<file path="src/rtl/vpu_wb_coalesce.sv">
// Write-back coalescer: merges byte-enabled element beats into whole-register VRF writes.
// Optional combinational forwarding lookup is compiled in with VPU_WBC_FWD_EN.
module vpu_wb_coalesce #(
    parameter int VLEN = 64
) (
    input  logic              clk_i,
    input  logic              rst_ni,
    input  logic              in_valid_i,
    output logic              in_ready_o,
    input  logic [4:0]        in_addr_i,
    input  logic [VLEN/8-1:0] in_bweb_i,
    input  logic [VLEN-1:0]   in_data_i,
    input  logic              flush_i,
    output logic              flush_done_o,
    output logic              busy_o,
    output logic              vrf_valid_o,
    input  logic              vrf_ready_i,
    output logic [4:0]        vrf_addr_o,
    output logic [VLEN/8-1:0] vrf_bweb_o,
    output logic [VLEN-1:0]   vrf_data_o,
    input  logic [4:0]        fwd_addr_i,
    output logic              fwd_hit_o,
    output logic [VLEN/8-1:0] fwd_bweb_o,
    output logic [VLEN-1:0]   fwd_data_o,
    output logic [1:0]        state_o
);
    localparam int NB = VLEN / 8;

    typedef enum logic [1:0] {IDLE = 2'd0, MERGE = 2'd1, FLUSH = 2'd2} state_t;
    state_t state_q, state_d;

    logic            ent_v, out_v;
    logic [4:0]      ent_addr, out_addr;
    logic [NB-1:0]   ent_bweb, out_bweb;
    logic [VLEN-1:0] ent_data, out_data;

    logic            accept, beat_nz, same, evict_old, move_ent, ent_v_next;
    logic            m_v;
    logic [4:0]      m_addr;
    logic [NB-1:0]   m_bweb;
    logic [VLEN-1:0] m_data;

    // Handshake: a beat transfers on in_valid_i && in_ready_o; a VRF write on vrf_valid_o && vrf_ready_i.
    assign in_ready_o  = !out_v || vrf_ready_i;
    assign accept      = in_valid_i && in_ready_o;
    assign beat_nz     = accept && (|in_bweb_i);
    assign same        = ent_v && (ent_addr == in_addr_i);
    assign vrf_valid_o = out_v;
    assign vrf_addr_o  = out_addr;
    assign vrf_bweb_o  = out_bweb;
    assign vrf_data_o  = out_data;
    assign busy_o      = ent_v || out_v || (state_q == FLUSH);
    assign state_o     = state_q;

    // A fresh entry starts from zero so unenabled bytes never carry stale data.
    always_comb begin
        evict_old = beat_nz && ent_v && !same;
        m_v       = ent_v;
        m_addr    = ent_addr;
        m_bweb    = ent_bweb;
        m_data    = ent_data;
        if (beat_nz) begin
            m_v    = 1'b1;
            m_addr = in_addr_i;
            if (!same) begin
                m_bweb = '0;
                m_data = '0;
            end
            m_bweb = m_bweb | in_bweb_i;
            for (int b = 0; b < NB; b++) begin
                if (in_bweb_i[b]) m_data[8*b +: 8] = in_data_i[8*b +: 8];
            end
        end
    end

    // Evicting the old entry takes the output slot, so a new full entry waits a cycle.
    assign move_ent     = !evict_old && in_ready_o && m_v && ((&m_bweb) || (state_q == FLUSH));
    assign ent_v_next   = m_v && !move_ent;
    assign flush_done_o = (state_q == FLUSH) && !ent_v && !out_v && !beat_nz;

    always_comb begin
        state_d = state_q;
        case (state_q)
            IDLE, MERGE: begin
                if (flush_i)         state_d = FLUSH;
                else if (ent_v_next) state_d = MERGE;
                else                 state_d = IDLE;
            end
            FLUSH:   if (flush_done_o) state_d = IDLE;
            default: state_d = IDLE;
        endcase
    end

    always_ff @(posedge clk_i or negedge rst_ni) begin
        if (!rst_ni) begin
            state_q  <= IDLE;
            ent_v    <= 1'b0;
            ent_addr <= '0;
            ent_bweb <= '0;
            ent_data <= '0;
            out_v    <= 1'b0;
            out_addr <= '0;
            out_bweb <= '0;
            out_data <= '0;
        end else begin
            state_q  <= state_d;
            ent_v    <= ent_v_next;
            ent_addr <= m_addr;
            ent_bweb <= m_bweb;
            ent_data <= m_data;
            if (evict_old) begin
                out_v    <= 1'b1;
                out_addr <= ent_addr;
                out_bweb <= ent_bweb;
                out_data <= ent_data;
            end else if (move_ent) begin
                out_v    <= 1'b1;
                out_addr <= m_addr;
                out_bweb <= m_bweb;
                out_data <= m_data;
            end else if (vrf_ready_i) begin
                out_v <= 1'b0;
            end
        end
    end

`ifdef VPU_WBC_FWD_EN
    logic e_hit, o_hit;
    assign e_hit = ent_v && (ent_addr == fwd_addr_i);
    assign o_hit = out_v && (out_addr == fwd_addr_i);

    // The entry is younger than the output register, so its bytes win.
    always_comb begin
        fwd_hit_o  = e_hit || o_hit;
        fwd_bweb_o = (e_hit ? ent_bweb : '0) | (o_hit ? out_bweb : '0);
        fwd_data_o = '0;
        for (int b = 0; b < NB; b++) begin
            if (e_hit && ent_bweb[b])      fwd_data_o[8*b +: 8] = ent_data[8*b +: 8];
            else if (o_hit && out_bweb[b]) fwd_data_o[8*b +: 8] = out_data[8*b +: 8];
        end
    end
`else
    logic unused_fwd;
    assign unused_fwd = ^fwd_addr_i;
    assign fwd_hit_o  = 1'b0;
    assign fwd_bweb_o = '0;
    assign fwd_data_o = '0;
`endif

endmodule

</file>
<file path="config.mk">
export PLATFORM = sky130hd
export DESIGN_NAME = vpu_wb_coalesce
export DESIGN_NICKNAME = d
export VERILOG_FILES = /design/src/rtl/vpu_wb_coalesce.sv
export SDC_FILE = /design/constraint.sdc
export NUM_CORES = 1
export LEC_CHECK = 0
export CAP_MARGIN = 20
export CORE_MARGIN = 2
export CORE_UTILIZATION = 48
export CTS_BUF_LIST = sky130_fd_sc_hd__clkbuf_8
export DETAILED_ROUTE_END_ITERATION = 7
export PLACE_DENSITY = 0.82
export SYNTH_ARGS = -nofsm -noshare
export SYNTH_HDL_FRONTEND = slang
export SYNTH_SLANG_ARGS = --single-unit
</file>
<file path="constraint.sdc">
create_clock -name clk_i -period 2.75 [get_ports clk_i]
set_clock_uncertainty 0.2 [all_clocks]
set_input_delay 0.825 -clock clk_i [delete_from_list [all_inputs] [get_ports clk_i]]
set_output_delay 0.825 -clock clk_i [all_outputs]
set_load 0.05 [all_outputs]
</file>
==> results.ini <==
[yosys]
synth_enable_flop_cells = 0
ys_warn_count = 0
synthArstFlopShare = 1.00
mappedNetlistArea_um2 = 7640
synth_ff_type = dfrtp_1
netlist-cell-type-count = 39
ys_seq_area_frac = 0.517
ys_ff_latch = 158
postSynthAreaPerCell_um2 = 9.45
synthCells = 809

[timing]
fmax_mhz = 343
setup_slack_ns = -0.167
slew_headroom = 0.620
worst_pin_slew_ns = 0.569
rsz0062_at_grt = true
period_minus_slack_ns = 2.92
slew_viol_final = 0
hold_viol_final = 0
setup_viol = 79
timing.hold.ws_ns = 0.0677
fin_crit_sh = 1.06

[clocking]
insertion_delay_ns = 0.46
ctsHtreeMaxLevel = 4
clock_path_buffers = 2
cts-hold-fix-buffers = 0
clock_sink_count = 158
root_buffer = clkbuf_8
cts_buffers = 17
clkTransAtPathRegs_ns = 0.10
cts_tree = done

[final_layout]
layout_common_cells = 158 x dfrtp_1, 151 x nand2_1, 138 x clkdlybuf4s50_1, 75 x nor2_1
diodes = 0
final_layout_size_suffix_gt1_frac = 0.179
layout_commonest_cell = dfrtp_1
fillers = 1159
utilization = 0.686
finalNetCount = 1124
areaGrowthSynthToFinish_pct = 41.1

[pwr]
power_density_nw_per_um2 = 1220
power_mw = 13.1
leakage_nw = 5.31
vdd_drop_max_mv = 0.765

[global_route]
grt_pass1_vias = 6212
antenna_found_initial = 0
grt_max_degree = 60
grt_pass1_wl_mm = 30.9
grt_overflow = 0
track_usage = 0.232

[detailed_routing]
drc = 0
drt_iter0_markers = 463
routed_via_density = 5.05
num_vias = 6389
ant_nets = 0
routed_wl_mm = 20.4
drt_pass1_iterations = 5
wl_per_cell_um = 16.1

[critical_path]
regToRegSetupSlack_ns = -0.10
slowest_stage = nor4_4
cp.required_ns = 1.73
worstSetupPathType = in2out
reg2reg_to = state_o[0]
crit_top_cell = nor4_4
path_cells = buf_8 > nor4_4 > a221oi_2 > buf_4 > nor4_4 > buf_6
cp_top_family = simple AND/OR/NAND/NOR gates
crit_fanout = 2
arrival_ns = 1.89
reg2regPathDepth = 11
worst_path_largest_cell_delay_ns = 0.34
r2r-start = ent_addr[2]
crit_path_start_kind = input pin
end_kind = output port
critPathBufInv = 3

[floorplan]
die_h_um = 130
ios = 243
die_area_um2 = 16900
core_area_um2 = 15700
start_util = 0.486
die_w_um = 130
rows = 46

[outcome]
status = finished with violations
failed_checks = setup timing

[placement]
dpl.hpwl_mm = 12.7
io_buffers = 164
place_congestion = 0.832
pre_cts_ws_ns = -1.03

[run]
max_cap_viol_count = 0

[hold_path]
hold_class = in2async

[state kept, by name, indices dropped and copies added, names as in the netlist]
name         count
ent_data        64
vrf_data_o      64
ent_bweb         8
vrf_bweb_o       8
ent_addr         5
vrf_addr_o       5
state_o          2
ent_v            1
vrf_valid_o      1
[cells by family (layout without fill, tap and decap cells)]
logic type                Yosys count  in the layout  share of synthesized area
buffers and inverters             136            305                      0.107
and+or+nand+nor                   267            267                      0.152
xor gates and xnor gates            5              5                    0.00573
other                               1             73                   0.000491
muxes                              71             71                     0.0930
AOI/OAI and AO/OA                 171            171                      0.124
DFF                               158            158                      0.517
[cell type report]
cell class                      instances  area [um2]  area share
Tap cell                              216         270      0.0251
Clock buffer                           17         234      0.0217
Sequential cell                       158        3950       0.367
Timing Repair Buffer                  264        2770       0.257
Multi-Input combinational cell        587        3360       0.311
Inverter                                9        35.0     0.00325
Clock inverter                         15         160      0.0149
[where the power goes]
group	switching (mW)	total (mW)	internal [mW]	leakage, nW
clock network	0.925	1.74	0.819	0.198
registers	0.532	3.69	3.16	1.99
logic	4.65	7.69	3.04	3.13
total	6.11	13.1	7.02	5.31
[per-stage QoR]
stage / area (um2) / cells / setup TNS (ns)
2_1_floorplan: 8030 / 881 / -7.16
3_3_place_gp: 9840 / 1207 / -101.26
3_5_place_dp: 9840 / 1207 / -113.72
4_1_cts: 10500 / 1255 / -0.311
5_1_grt: 10800 / 1266 / -13.19
6_report: 10800 / 1266 / -4.50
[worst reg2reg max path: cells and delay by family, from the launching register on]
| kind | cells | cell delay, ns |
|---|---|---|
| AO/OA/AOI/OAI | 5 | 0.95 |
| buffers and inverters | 3 | 0.56 |
| flip-flops | 1 | 0.42 |
| AND/OR/NAND/NOR | 2 | 0.40 |
| XOR/XNOR | 1 | 0.22 |
[per-layer routing]
layer / global-route usage / share of wire / vias up
met5: 0 / 0 / -
met4: 0.0784 / 0.014 / 0
met3: 0.0472 / 0.060 / 24
met2: 0.382 / 0.49 / 247
met1: 0.308 / 0.43 / 3089
li1: - / - / 3029
[cell usage after synthesis (all sizes together) (2+ instances only)]
cell type,number,share of area
nor2,75,0.037
dfrtp,158,0.52
nor4,8,0.012
nor3,7,0.0079
o211a,5,0.0065
nand4,2,0.0016
nand2,152,0.075
a21o,8,0.0079
xnor2,5,0.0057
a211oi,2,0.0020
and3,8,0.0065
mux2i,71,0.093
a31oi,2,0.0016
buf,89,0.084
inv,8,0.0039
nand3,5,0.0033
a21oi,73,0.048
and2,2,0.0016
clkbuf,38,0.019
or4,5,0.0049
o22ai,2,0.0016
o21ai,74,0.049
[how the worst max path moves through the flow]
stage | from | to | slack (ns) | cells past startpoint
after floorplan | in_bweb_i[5] | flush_done_o | -0.23 | 4
after detailed placement | in_bweb_i[5] | vrf_data_o[59] | -1.03 | 11
after global placement | in_bweb_i[5] | vrf_data_o[34] | -0.92 | 11
after CTS | in_bweb_i[6] | flush_done_o | -0.13 | 6
after global routing | ent_addr[2] | vrf_addr_o[1] | -0.23 | 11
final | in_bweb_i[6] | flush_done_o | -0.17 | 6
[timing repair]
| action | 4_1_cts | 5_1_grt |
|---|---|---|
| buffers inserted | 12 | 6 |
| pin swaps | 21 | 42 |
| gates cloned | 4 | 7 |
| gates resized for setup | 90 | 27 |
| endpoints found under the setup margin | 129 | 82 |
Note: power is estimated with default switching activity, not from simulation.
